`src/rtl/dmem_pkg.sv`:
```
// Shared types for the data-memory arbiter: FSM states, requester ids, funct3 codes.
package dmem_pkg;

  typedef enum logic [1:0] {
    ST_IDLE   = 2'd0,
    ST_ACCESS = 2'd1,
    ST_RESP   = 2'd2
  } state_t;

  typedef enum logic {
    ID_CORE = 1'b0,
    ID_DBG  = 1'b1
  } req_id_t;

  localparam logic [2:0] F3_B  = 3'b000;
  localparam logic [2:0] F3_H  = 3'b001;
  localparam logic [2:0] F3_W  = 3'b010;
  localparam logic [2:0] F3_BU = 3'b100;
  localparam logic [2:0] F3_HU = 3'b101;

  // 0 = byte, 1 = halfword, 2 = word; unlisted codes fall back to word
  function automatic logic [1:0] f3_size(input logic [2:0] f3);
    if (f3 == F3_B || f3 == F3_BU) return 2'd0;
    else if (f3 == F3_H || f3 == F3_HU) return 2'd1;
    else return 2'd2;
  endfunction

endpackage

```
`src/rtl/dmem_lane_fmt.sv`:
```
// Byte-lane formatting: store byte enables and data replication, load
// extraction with sign/zero extension, and misalignment detection. Purely combinational.
module dmem_lane_fmt
  import dmem_pkg::*;
#(
  parameter int DATA_W = 32
) (
  input  logic              we,
  input  logic [1:0]        lane,
  input  logic [2:0]        funct3,
  input  logic [DATA_W-1:0] wdata,
  input  logic [DATA_W-1:0] mem_rdata,
  output logic [3:0]        be,
  output logic [DATA_W-1:0] wdata_rep,
  output logic [DATA_W-1:0] rdata,
  output logic              misaligned
);

  logic [1:0]        size;
  logic              zext;
  logic [DATA_W-1:0] shifted;

  always_comb begin
    size       = f3_size(funct3);
    zext       = (funct3 == F3_BU) || (funct3 == F3_HU);
    shifted    = mem_rdata >> {lane, 3'b000};
    be         = 4'b0000;
    wdata_rep  = wdata;
    rdata      = '0;
    misaligned = 1'b0;
    case (size)
      2'd0: begin
        be        = 4'b0001 << lane;
        wdata_rep = {4{wdata[7:0]}};
        rdata     = zext ? {24'b0, shifted[7:0]} : {{24{shifted[7]}}, shifted[7:0]};
      end
      2'd1: begin
        misaligned = lane[0];
        be         = 4'b0011 << lane;
        wdata_rep  = {2{wdata[15:0]}};
        rdata      = zext ? {16'b0, shifted[15:0]} : {{16{shifted[15]}}, shifted[15:0]};
      end
      default: begin
        misaligned = |lane;
        be         = 4'b1111;
        wdata_rep  = wdata;
        rdata      = mem_rdata;
      end
    endcase
    if (misaligned) begin
      be    = 4'b0000;
      rdata = '0;
    end
    if (we) rdata = '0;
  end

endmodule

```
`src/rtl/dmem_arbiter.sv`:
```
// Two-requester data-memory arbiter: one access per three cycles (gnt, access, response).
// Define DMEM_ARB_RR_EN for round-robin arbitration; default is fixed core priority.
module dmem_arbiter
  import dmem_pkg::*;
#(
  parameter int DM_ADDRESS = 9,
  parameter int DATA_W     = 32
) (
  input  logic                  clk,
  input  logic                  rst_n,

  input  logic                  core_req,
  input  logic                  core_we,
  input  logic [DM_ADDRESS-1:0] core_addr,
  input  logic [DATA_W-1:0]     core_wdata,
  input  logic [2:0]            core_funct3,
  output logic                  core_gnt,
  output logic                  core_rvalid,
  output logic [DATA_W-1:0]     core_rdata,
  output logic                  core_err,

  input  logic                  dbg_req,
  input  logic                  dbg_we,
  input  logic [DM_ADDRESS-1:0] dbg_addr,
  input  logic [DATA_W-1:0]     dbg_wdata,
  input  logic [2:0]            dbg_funct3,
  output logic                  dbg_gnt,
  output logic                  dbg_rvalid,
  output logic [DATA_W-1:0]     dbg_rdata,
  output logic                  dbg_err,

  output logic [DM_ADDRESS-3:0] mem_addr,
  output logic [DATA_W-1:0]     mem_wdata,
  output logic [3:0]            mem_be,
  output logic                  mem_we,
  input  logic [DATA_W-1:0]     mem_rdata
);

  state_t                state_q, state_d;
  logic                  lat_we;
  logic [DM_ADDRESS-1:0] lat_addr;
  logic [DATA_W-1:0]     lat_wdata;
  logic [2:0]            lat_f3;
  req_id_t               lat_id;

  logic                  any_req;
  logic                  win_dbg;
  logic                  accept;
  logic                  in_access;
  logic                  in_resp;

  logic [3:0]            fmt_be;
  logic [DATA_W-1:0]     fmt_wdata;
  logic [DATA_W-1:0]     fmt_rdata;
  logic                  fmt_mis;

  assign any_req = core_req | dbg_req;

`ifdef DMEM_ARB_RR_EN
  // last_dbg starts set so the first tie goes to core
  logic last_dbg;

  always_ff @(posedge clk) begin
    if (!rst_n) last_dbg <= 1'b1;
    else if (accept) last_dbg <= win_dbg;
  end

  assign win_dbg = dbg_req & (~core_req | ~last_dbg);
`else
  assign win_dbg = dbg_req & ~core_req;
`endif

  assign accept = rst_n & (state_q == ST_IDLE) & any_req;

  always_ff @(posedge clk) begin
    if (!rst_n) state_q <= ST_IDLE;
    else        state_q <= state_d;
  end

  always_comb begin
    state_d = state_q;
    case (state_q)
      ST_IDLE:   if (any_req) state_d = ST_ACCESS;
      ST_ACCESS: state_d = ST_RESP;
      ST_RESP:   state_d = ST_IDLE;
      default:   state_d = ST_IDLE;
    endcase
  end

  always_ff @(posedge clk) begin
    if (!rst_n) begin
      lat_we    <= 1'b0;
      lat_addr  <= '0;
      lat_wdata <= '0;
      lat_f3    <= 3'b000;
      lat_id    <= ID_CORE;
    end else if (accept) begin
      lat_we    <= win_dbg ? dbg_we     : core_we;
      lat_addr  <= win_dbg ? dbg_addr   : core_addr;
      lat_wdata <= win_dbg ? dbg_wdata  : core_wdata;
      lat_f3    <= win_dbg ? dbg_funct3 : core_funct3;
      lat_id    <= win_dbg ? ID_DBG     : ID_CORE;
    end
  end

  dmem_lane_fmt #(.DATA_W(DATA_W)) u_fmt (
    .we         (lat_we),
    .lane       (lat_addr[1:0]),
    .funct3     (lat_f3),
    .wdata      (lat_wdata),
    .mem_rdata  (mem_rdata),
    .be         (fmt_be),
    .wdata_rep  (fmt_wdata),
    .rdata      (fmt_rdata),
    .misaligned (fmt_mis)
  );

  // Outputs are qualified by rst_n so an access caught by reset never writes or responds
  always_comb begin
    in_access   = rst_n & (state_q == ST_ACCESS);
    in_resp     = rst_n & (state_q == ST_RESP);
    core_gnt    = accept & ~win_dbg;
    dbg_gnt     = accept & win_dbg;
    mem_addr    = lat_addr[DM_ADDRESS-1:2];
    mem_wdata   = fmt_wdata;
    mem_we      = in_access & lat_we & ~fmt_mis;
    mem_be      = mem_we ? fmt_be : 4'b0000;
    core_rvalid = in_resp & (lat_id == ID_CORE);
    dbg_rvalid  = in_resp & (lat_id == ID_DBG);
    core_err    = core_rvalid & fmt_mis;
    dbg_err     = dbg_rvalid & fmt_mis;
    core_rdata  = core_rvalid ? fmt_rdata : '0;
    dbg_rdata   = dbg_rvalid ? fmt_rdata : '0;
  end

endmodule
```
`config.mk`:
```
export PLATFORM = sky130hd
export DESIGN_NAME = dmem_arbiter
export DESIGN_NICKNAME = d
export VERILOG_FILES = /design/src/rtl/dmem_pkg.sv /design/src/rtl/dmem_lane_fmt.sv /design/src/rtl/dmem_arbiter.sv
export SDC_FILE = /design/constraint.sdc
export NUM_CORES = 1
export LEC_CHECK = 0
export BUFFER_PORTS_ARGS = -buffer_cell sky130_fd_sc_hd__buf_2
export CORE_AREA = 2 2 93 95
export CTS_CLUSTER_DIAMETER = 100
export DETAILED_ROUTE_END_ITERATION = 12
export DIE_AREA = 0 0 95 97
export PLACE_DENSITY = 0.92
export SYNTH_ARGS = -nofsm -noshare
export SYNTH_HDL_FRONTEND = slang
export SYNTH_SLANG_ARGS = --single-unit
```
`constraint.sdc`:
```
create_clock -name clk -period 3.2 [get_ports clk]
set_clock_uncertainty 0.05 [all_clocks]
set_input_delay 0.16 -clock clk [delete_from_list [all_inputs] [get_ports clk]]
set_output_delay 0.16 -clock clk [all_outputs]
set_load 0.02 [all_outputs]
```
==> out/metrics.yaml <==
place.gp.congestion: 0.856
cp-end-kind: "output pin"
yosysMostFrequentCell: "nand2_1"
htreeDepth: 2
avgSynthCellArea_um2: 7.25
p_leak_nw: 2.57
synthAdderAreaFrac_pct: 0
area_delta_synth_final_pct: 32.8
firstDrtPassIters: 6
rsz0062_at_grt: "false"
drive_above_1_share_pct: 39.6
clk_latency_ns: 0.29
hpwl_mm: 10.5
grt_pass1_wl_mm: 20.7
synth_flop_cell: "dfxtp_1"
synthArstFlopShare_pct: 0
fillers: 738
max_freq_mhz: 351
drcViolationCount: 0
synth.distinct_cells: 44
routedWlPerCell_um: 16.9
setup_viol: 0
clk_pin_slew_worst_paths_ns: 0.09
synth_top_area_share_pct: 26.2
pin_count: 240
syn_area_um2: 3670
hold_viol_final: 0
critPathArrivalTime_ns: 2.64
route.met2.wl_mm: 7.20
synth_top_family_by_area: "compound AO/OA/AOI/OAI gates"
core_um2: 8130
outcome: "finished clean"
tightest_slew_ns: 1.14
synthSimpleGateAreaFrac_pct: 24.6
drtIter0Drc: 234
nets: 830
postCtsSetupBuffers: 0
cp_max_fo: 16
antenna_found_initial: 0
cts_resized: 0
synth-seq-cells: 48
syn_inst: 506
slew_viol_final: 0
synthTopCellsByCount: "nand2_1 (129), a22oi_1 (52), dfxtp_1 (48), a21boi_0 (45), nor2_1 (44)"
crit_type: "flop to output pin"
start_kind: "flop"
fin_crit_ns: 2.85
grt_overflow: 0
cts_sinks: 48
placementRows: 33
via_per_inst: 5.69
powerDensity_nw_per_um2: 330
fin_setup_tns_ns: 0
hold_class: "primary input to flop"
post-place-ws_ns: 0.668
die_height_um: 97
routed_wl_mm: 13.7
ys.warnings.count: 0
dr.max_layer_used: "met4"
root_buffer: "clkbuf_8"
synth_compound_gate_area_share_pct: 34.4
hold_buffers: 0
cts_buffers: 5
wl_met3_mm: 1.13
clock_path_buffers: 2
first_global_vias: 4293
start_util_pct: 45.1
synth_fp_nets: 632
cts_tree: "yes"
synthXorXnorAreaFrac_pct: 0.239
synth_edf_count: 0
slew_headroom_pct: 24.0
finalCritPeriodShare_pct: 89.1
seq_area_frac_synth_pct: 26.2
fp.dieArea_um2: 9220
dr_total_vias: 4611
ir_drop_uv: 214
wl_met1_mm: 4.87
grt_max_degree: 49
synthTopCellsByArea: "dfxtp_1 (26%), nand2_1 (13%), a22oi_1 (11%)"
antenna_cells: 0
cp.required_ns: 2.99
antenna_left: 0
grtUsageTotal_pct: 28.3
yosys.area.top_type: "dfxtp_1"
numPortBuffers: 239
muxShareOfSynthArea_pct: 5.49
max_cap_violations: 0
dieWidth_um: 95
fin_ws_ns: 0.347
[through the flow]
step	total power [W]	cells	util, %	hold WS (ns)	area, um2
after floorplan	0.000994	506	-	0.314	3670
after global routing	0.00168	810	59.9	0.135	4870
final	0.00161	810	59.9	0.132	4870
after detailed placement	0.00118	802	58.6	0.405	4760
after CTS	0.00161	810	59.9	0.126	4870
after global placement	0.00117	802	58.6	0.396	4760
[layout make-up]
class                   count  area (um2)  area share, %
clock buffers               6        72.6           1.49
clock inverters             2        35.0          0.719
inverters                   5        18.8          0.385
multi-input cells         396        2390           49.0
flip-flops and latches     48         962           19.7
well taps                 105         131           2.70
repair buffers            248        1260           25.9
[final timing paths]
check,from,to,slack (ns),depth (start not counted)
worst max-delay path,lat_f3[1],dbg_rdata[28],0.35,6
worst min-delay path,dbg_wdata[9],lat_wdata[9],0.13,3
worst max register to register,state_q[0],lat_wdata[18],0.95,4
worst min register to register,lat_addr[8],lat_addr[8],0.41,2
[report_power, final]
part / leakage, nW / switching, W / total [W] / internal [W]
clock network: 0.0552 / 0.000199 / 0.000431 / 0.000232
logic: 2.12 / 0.000303 / 0.000503 / 0.000200
registers: 0.393 / 0.0000363 / 0.000673 / 0.000636
[worst max-delay path, cell delays in order (launching register included)]
cell      delay, ns
dfxtp_2        0.40
a21oi_1        0.34
o211ai_1       0.13
buf_4          0.21
nor2_1         0.86
a21o_1         0.24
buf_2          0.16
[kinds of logic after synthesis]
kind of cell    Yosys count
buf+inv                  62
compound gates          166
mux                      19
flops                    48
xor+xnor                  1
simple gates            210
[sequential cells by signal (all words and copies together), names as in the netlist]
name       cells
state_q        2
lat_f3         3
lat_addr       9
lat_we         1
lat_id         1
lat_wdata     32
[cell usage in the layout, fill, tap and decap left out, drive strengths merged, types with 2 or more instances in the layout]
master	synthesis	routed
and2b	2	2
a21boi	45	45
a21o	16	16
mux2i	10	10
inv	5	5
and2	2	2
o221a	7	7
o21bai	7	7
o211ai	2	2
nor2b	8	8
buf	34	248
clkbuf	23	6
mux2	9	9
a21oi	10	10
dfxtp	48	48
nand2	129	129
o221ai	7	7
or2	2	2
o21a	2	2
a22oi	52	52
nor2	44	44
nor3b	8	8
and3b	2	2
nor3	6	6
o21ai	11	11
[per-layer routing]
| layer | vias up | track usage [%] |
|---|---|---|
| met1 | 2121 | 30.8 |
| met3 | 33 | 3.43 |
| met2 | 295 | 52.3 |
| li1 | 2162 | - |
| met5 | - | 0 |
| met4 | 0 | 14.0 |
Note: power is estimated with default switching activity, not from simulation.
